`src/rtl/decode_inst_queue.sv`:
```
// Fetch-to-decode instruction queue with immediate-format pre-decode.
// Optional IQ_BYPASS_EN: empty-queue combinational pass-through.
module decode_inst_queue #(
  parameter int DEPTH = 2,
  parameter int XLEN  = 32
) (
  input  logic            clk,
  input  logic            reset,
  input  logic            flush,
  input  logic            in_valid,
  output logic            in_ready,
  input  logic [XLEN-1:0] in_pc,
  input  logic [XLEN-1:0] in_inst,
  output logic            out_valid,
  input  logic            out_ready,
  output logic [XLEN-1:0] out_pc,
  output logic [XLEN-1:0] out_inst,
  output logic [3:0]      out_imm_sel,
  output logic            out_illegal
);

  localparam int AW = $clog2(DEPTH);
  localparam logic [AW:0] FULL = (AW+1)'(DEPTH);

  logic [XLEN-1:0] r_pc   [DEPTH];
  logic [XLEN-1:0] r_inst [DEPTH];
  logic [AW-1:0]   r_rd;
  logic [AW-1:0]   r_wr;
  logic [AW:0]     r_count;

  logic            w_empty;
  logic            w_byp;
  logic            w_push;
  logic            w_wr;
  logic            w_pop;
  logic            w_vld;
  logic [XLEN-1:0] w_hd_pc;
  logic [XLEN-1:0] w_hd_inst;
  logic [4:0]      w_dec;

  // {illegal, sel} from {inst[14], inst[6:0]}
  function automatic logic [4:0] f_dec(input logic [7:0] k);
    logic [4:0] d;
    d = 5'd0;
    case (k[6:0])
      7'b0110011,
      7'b0001111: d = 5'd0;
      7'b1110011: d = k[7] ? 5'd6 : 5'd0;
      7'b0010011,
      7'b0000011,
      7'b1100111: d = 5'd1;
      7'b0100011: d = 5'd2;
      7'b1100011: d = 5'd3;
      7'b0110111,
      7'b0010111: d = 5'd4;
      7'b1101111: d = 5'd5;
      default:    d = 5'b1_0000;
    endcase
    return d;
  endfunction

  assign w_empty  = (r_count == '0);
  assign in_ready = !reset && !flush && (r_count != FULL);
  assign w_push   = in_valid && in_ready;

`ifdef IQ_BYPASS_EN
  assign w_byp = w_empty && in_valid && !flush && !reset;
`else
  assign w_byp = 1'b0;
`endif

  assign w_vld = !flush && !reset && (!w_empty || w_byp);
  assign w_pop = w_vld && out_ready && !w_empty;
  // A bypassed entry taken this cycle never enters storage
  assign w_wr  = w_push && !(w_byp && out_ready);

  assign w_hd_pc   = w_byp ? in_pc   : r_pc[r_rd];
  assign w_hd_inst = w_byp ? in_inst : r_inst[r_rd];
  assign w_dec     = f_dec({w_hd_inst[14], w_hd_inst[6:0]});

  assign out_valid   = w_vld;
  assign out_pc      = w_vld ? w_hd_pc   : '0;
  assign out_inst    = w_vld ? w_hd_inst : '0;
  assign out_imm_sel = w_vld ? w_dec[3:0] : 4'd0;
  assign out_illegal = w_vld && w_dec[4];

  always_ff @(posedge clk) begin
    if (reset || flush) begin
      r_rd    <= '0;
      r_wr    <= '0;
      r_count <= '0;
    end else begin
      if (w_wr)
        r_wr <= r_wr + 1'b1;
      if (w_pop)
        r_rd <= r_rd + 1'b1;
      case ({w_wr, w_pop})
        2'b10:   r_count <= r_count + 1'b1;
        2'b01:   r_count <= r_count - 1'b1;
        default: r_count <= r_count;
      endcase
    end
  end

  always_ff @(posedge clk) begin
    if (w_wr && !reset && !flush) begin
      r_pc[r_wr]   <= in_pc;
      r_inst[r_wr] <= in_inst;
    end
  end

endmodule

```
`config.mk`:
```
export PLATFORM = sky130hd
export DESIGN_NAME = decode_inst_queue
export DESIGN_NICKNAME = d
export VERILOG_FILES = /design/src/rtl/decode_inst_queue.sv
export SDC_FILE = /design/constraint.sdc
export NUM_CORES = 1
export LEC_CHECK = 0
export ABC_AREA = 1
export ABC_CLOCK_PERIOD_IN_PS = 4650
export BUFFER_PORTS_ARGS = -buffer_cell sky130_fd_sc_hd__buf_2
export CORE_UTILIZATION = 35
export DETAILED_ROUTE_END_ITERATION = 8
export PLACE_DENSITY = 0.66
export SLEW_MARGIN = 20
export SYNTH_ARGS = -nofsm -noshare
export SYNTH_HDL_FRONTEND = slang
export SYNTH_SLANG_ARGS = --single-unit
```
`constraint.sdc`:
```
create_clock -name clk -period 4.65 [get_ports clk]
set_clock_uncertainty 0.1 [all_clocks]
set_input_delay 0.6975 -clock clk [delete_from_list [all_inputs] [get_ports clk]]
set_output_delay 0.6975 -clock clk [all_outputs]
set_load 0.02 [all_outputs]
```
==> flow_metrics.tcl <==
set metrics [dict create \
    ys_seq_elements 133 \
    ant_nets 0 \
    synth_cells 433 \
    cp_top_family "buffers and inverters" \
    async_flop_share 0 \
    grt_pass1_wl_um 17860 \
    hold_class "input pin to register" \
    clock-sinks 133 \
    power_density_nw_per_um2 411.0 \
    fin_crit_sh 0.7055 \
    grt_setup_unrepaired "no" \
    cp.buffers_inverters 4 \
    io_pins 140 \
    numCtsBuffers 17 \
    syn_area_per_cell_um2 12.18 \
    dieWidth_um 124.8 \
    vias 3585 \
    worstMarginPinSlew_ps 780.6 \
    clock.fmax_ghz 0.3048 \
    netlist-cell-type-count 25 \
    clk_path_buf_depth 2 \
    synth_fa_ha_area_frac 0.002372 \
    outcome "finished with violations" \
    cts_tree "done" \
    portBuffers 138 \
    crit_arrival_ps 2480 \
    synth_top_family_by_area "simple AND/OR/NAND/NOR gates" \
    peakVddDrop_mv 0.2212 \
    vias_per_cell 4.632 \
    grt_util_all_layers 0.1511 \
    dieArea_um2 15560 \
    path_common_cell "buf_4" \
    dp.cells 741 \
    finalSetupViolations 0 \
    synth-edff-count 128 \
    crit_chain "buf_4 -> inv_2 -> buf_4 -> nand2_1 -> a21oi_1 -> buf_2" \
    core_um2 14640 \
    htreeDepth 4 \
    period_needed_ps 3280 \
    worstSetupStartpointType "register" \
    synth.area.mux_share 0 \
    fin_tns_setup_ps 0 \
    finalNetCount 646 \
    synth_compound_area_frac 0.06833 \
    synth.yosys.seq_area_share 0.7478 \
    synth_nets 503 \
    synth_top_area_cell "edfxtp_1" \
    max_stage_delay_ps 560 \
    power.total_mw 2.785 \
    maxCapViolations 0 \
    synth.area.top_cells "edfxtp_1 73%, nand2_1 11%, a21oi_1 6.1%" \
    die-height_um 124.8 \
    max-slew-margin-rel 0.4796 \
    synth_xor_area_frac 0.001661 \
    rows 44 \
    place.gp.congestion 0.7675 \
    leakagePower_nw 2.799 \
    root_buffer "clkbuf_16" \
    initial_utilization 0.3601 \
    yosysMostFrequentCell "nand2_1" \
    cts_hold_repair.buffers 0 \
    grt_pass1_vias 3608 \
    post_cts_buffers 0 \
    dr.pass1.iters 6 \
    mappedNetlistArea_um2 5274 \
    crit_path_end_kind "primary output" \
    final-max-slew-violation-count 0 \
    dr.first_iter.drc_count 250 \
    synth_common_cells "149 x nand2_1, 128 x edfxtp_1, 64 x a21oi_1" \
    hold_violations 0 \
    wl_per_cell_um 14.40 \
    grt-ovfl-total 0 \
    routed_wl_um 11140 \
    critPathRequiredTime_ps 3850 \
    grt_start_max_net_pins 69 \
    post_cts_resized 0 \
    post-dp-hpwl_um 7103 \
    area_growth_pct 28.47 \
    post_layout_nonfiller_instances 774 \
    route.detailed.drc 10 \
    violations "DRC" \
    antenna_found_initial 2 \
    crit_fanout 55 \
    synth_top_cell_area_share 0.7288 \
    path_class "register to primary output" \
    drive_gt1_frac 0.3328 \
    yosysWarnings 0 \
    yosys.area_share.simple 0.1452 \
    clkTransAtPathRegs_ps 60 \
    ys.flop_type "edfxtp_1" \
    clock_latency_ps 400 \
    fin_hold_ws_ps 377.3 \
    crit_path_top_delay_cell "buf_4" \
]
[flip-flops by register name (all words and copies together) (netlist names), named ones only]
register  count
r_wr          1
r_pc         64
r_count       2
r_rd          1
r_inst       64
[metrics by stage]
step / cell area, µm² / setup slack (ps) / utilization
2_1_floorplan: 5274 / -241.0 / -
3_3_place_gp: 6160 / 1727 / 0.4206
3_5_place_dp: 6160 / 1687 / 0.4206
4_1_cts: 6773 / 1282 / 0.4625
5_1_grt: 6775 / 1112 / 0.4627
6_report: 6775 / 1370 / 0.4627
[placed cells by master, fill, tap and decap left out, types with 2 or more instances in the layout]
master / netlist / final
nand3_1: 2 / 2
clkinv_2: 0 / 2
nor2_1: 21 / 19
o21ai_0: 3 / 3
a21oi_1: 64 / 64
buf_2: 14 / 138
inv_2: 2 / 2
edfxtp_1: 128 / 128
buf_4: 1 / 8
bufinv_16: 0 / 4
nor3_1: 2 / 2
clkinvlp_4: 0 / 5
inv_1: 14 / 14
nand2_1: 149 / 149
dfxtp_1: 5 / 4
nand2_2: 10 / 10
clkbuf_16: 0 / 17
nor2_4: 1 / 3
clkinv_1: 0 / 3
[where the power goes]
group | leakage (nW) | internal [mW] | switching [mW]
sequential | 1.20 | 1.34 | 0.00502
combinational | 1.31 | 0.0316 | 0.0484
clock | 0.283 | 0.888 | 0.476
[final timing paths]
check / start / end / slack, ps / depth (start not counted)
worst max-delay path: register / out_pc[24] / 1370 / 6
worst min-delay path: in_pc[28] / r_pc[1][28] / 380 / 1
worst max register to register: r_count[0] / r_inst[0][10] / 2720 / 5
worst min register to register: r_rd / r_rd / 410 / 2
[layer usage]
layer / global-route usage / up-vias / routed length (µm) / part of all wire
met5: 0 / - / 0 / 0
met1: 0.1830 / 1677 / 4804 / 0.43
met4: 0.07407 / 0 / 221 / 0.020
li1: - / 1766 / - / -
met3: 0.04338 / 17 / 682 / 0.061
met2: 0.2472 / 125 / 5433 / 0.49
[final cells by class]
cell class | count | area [µm²]
Inverter | 16 | 60.06
Fill cell | 1368 | 7869
Multi-Input combinational cell | 262 | 1174
Sequential cell | 133 | 3945
Antenna cell | 1 | 2.502
Tap cell | 184 | 230.2
Clock inverter | 15 | 187.7
Clock buffer | 17 | 425.4
Timing Repair Buffer | 146 | 750.7
[cell families (layout without fill, tap and decap cells)]
group           count (synthesis)  count (layout)
buf+inv                        38             194
fa+ha+maj                       1               1
flops                         133             133
xor+xnor                        1               1
other cells                     1               2
compound gates                 70              70
simple gates                  189             189
Power figures use the tool's default switching activity.
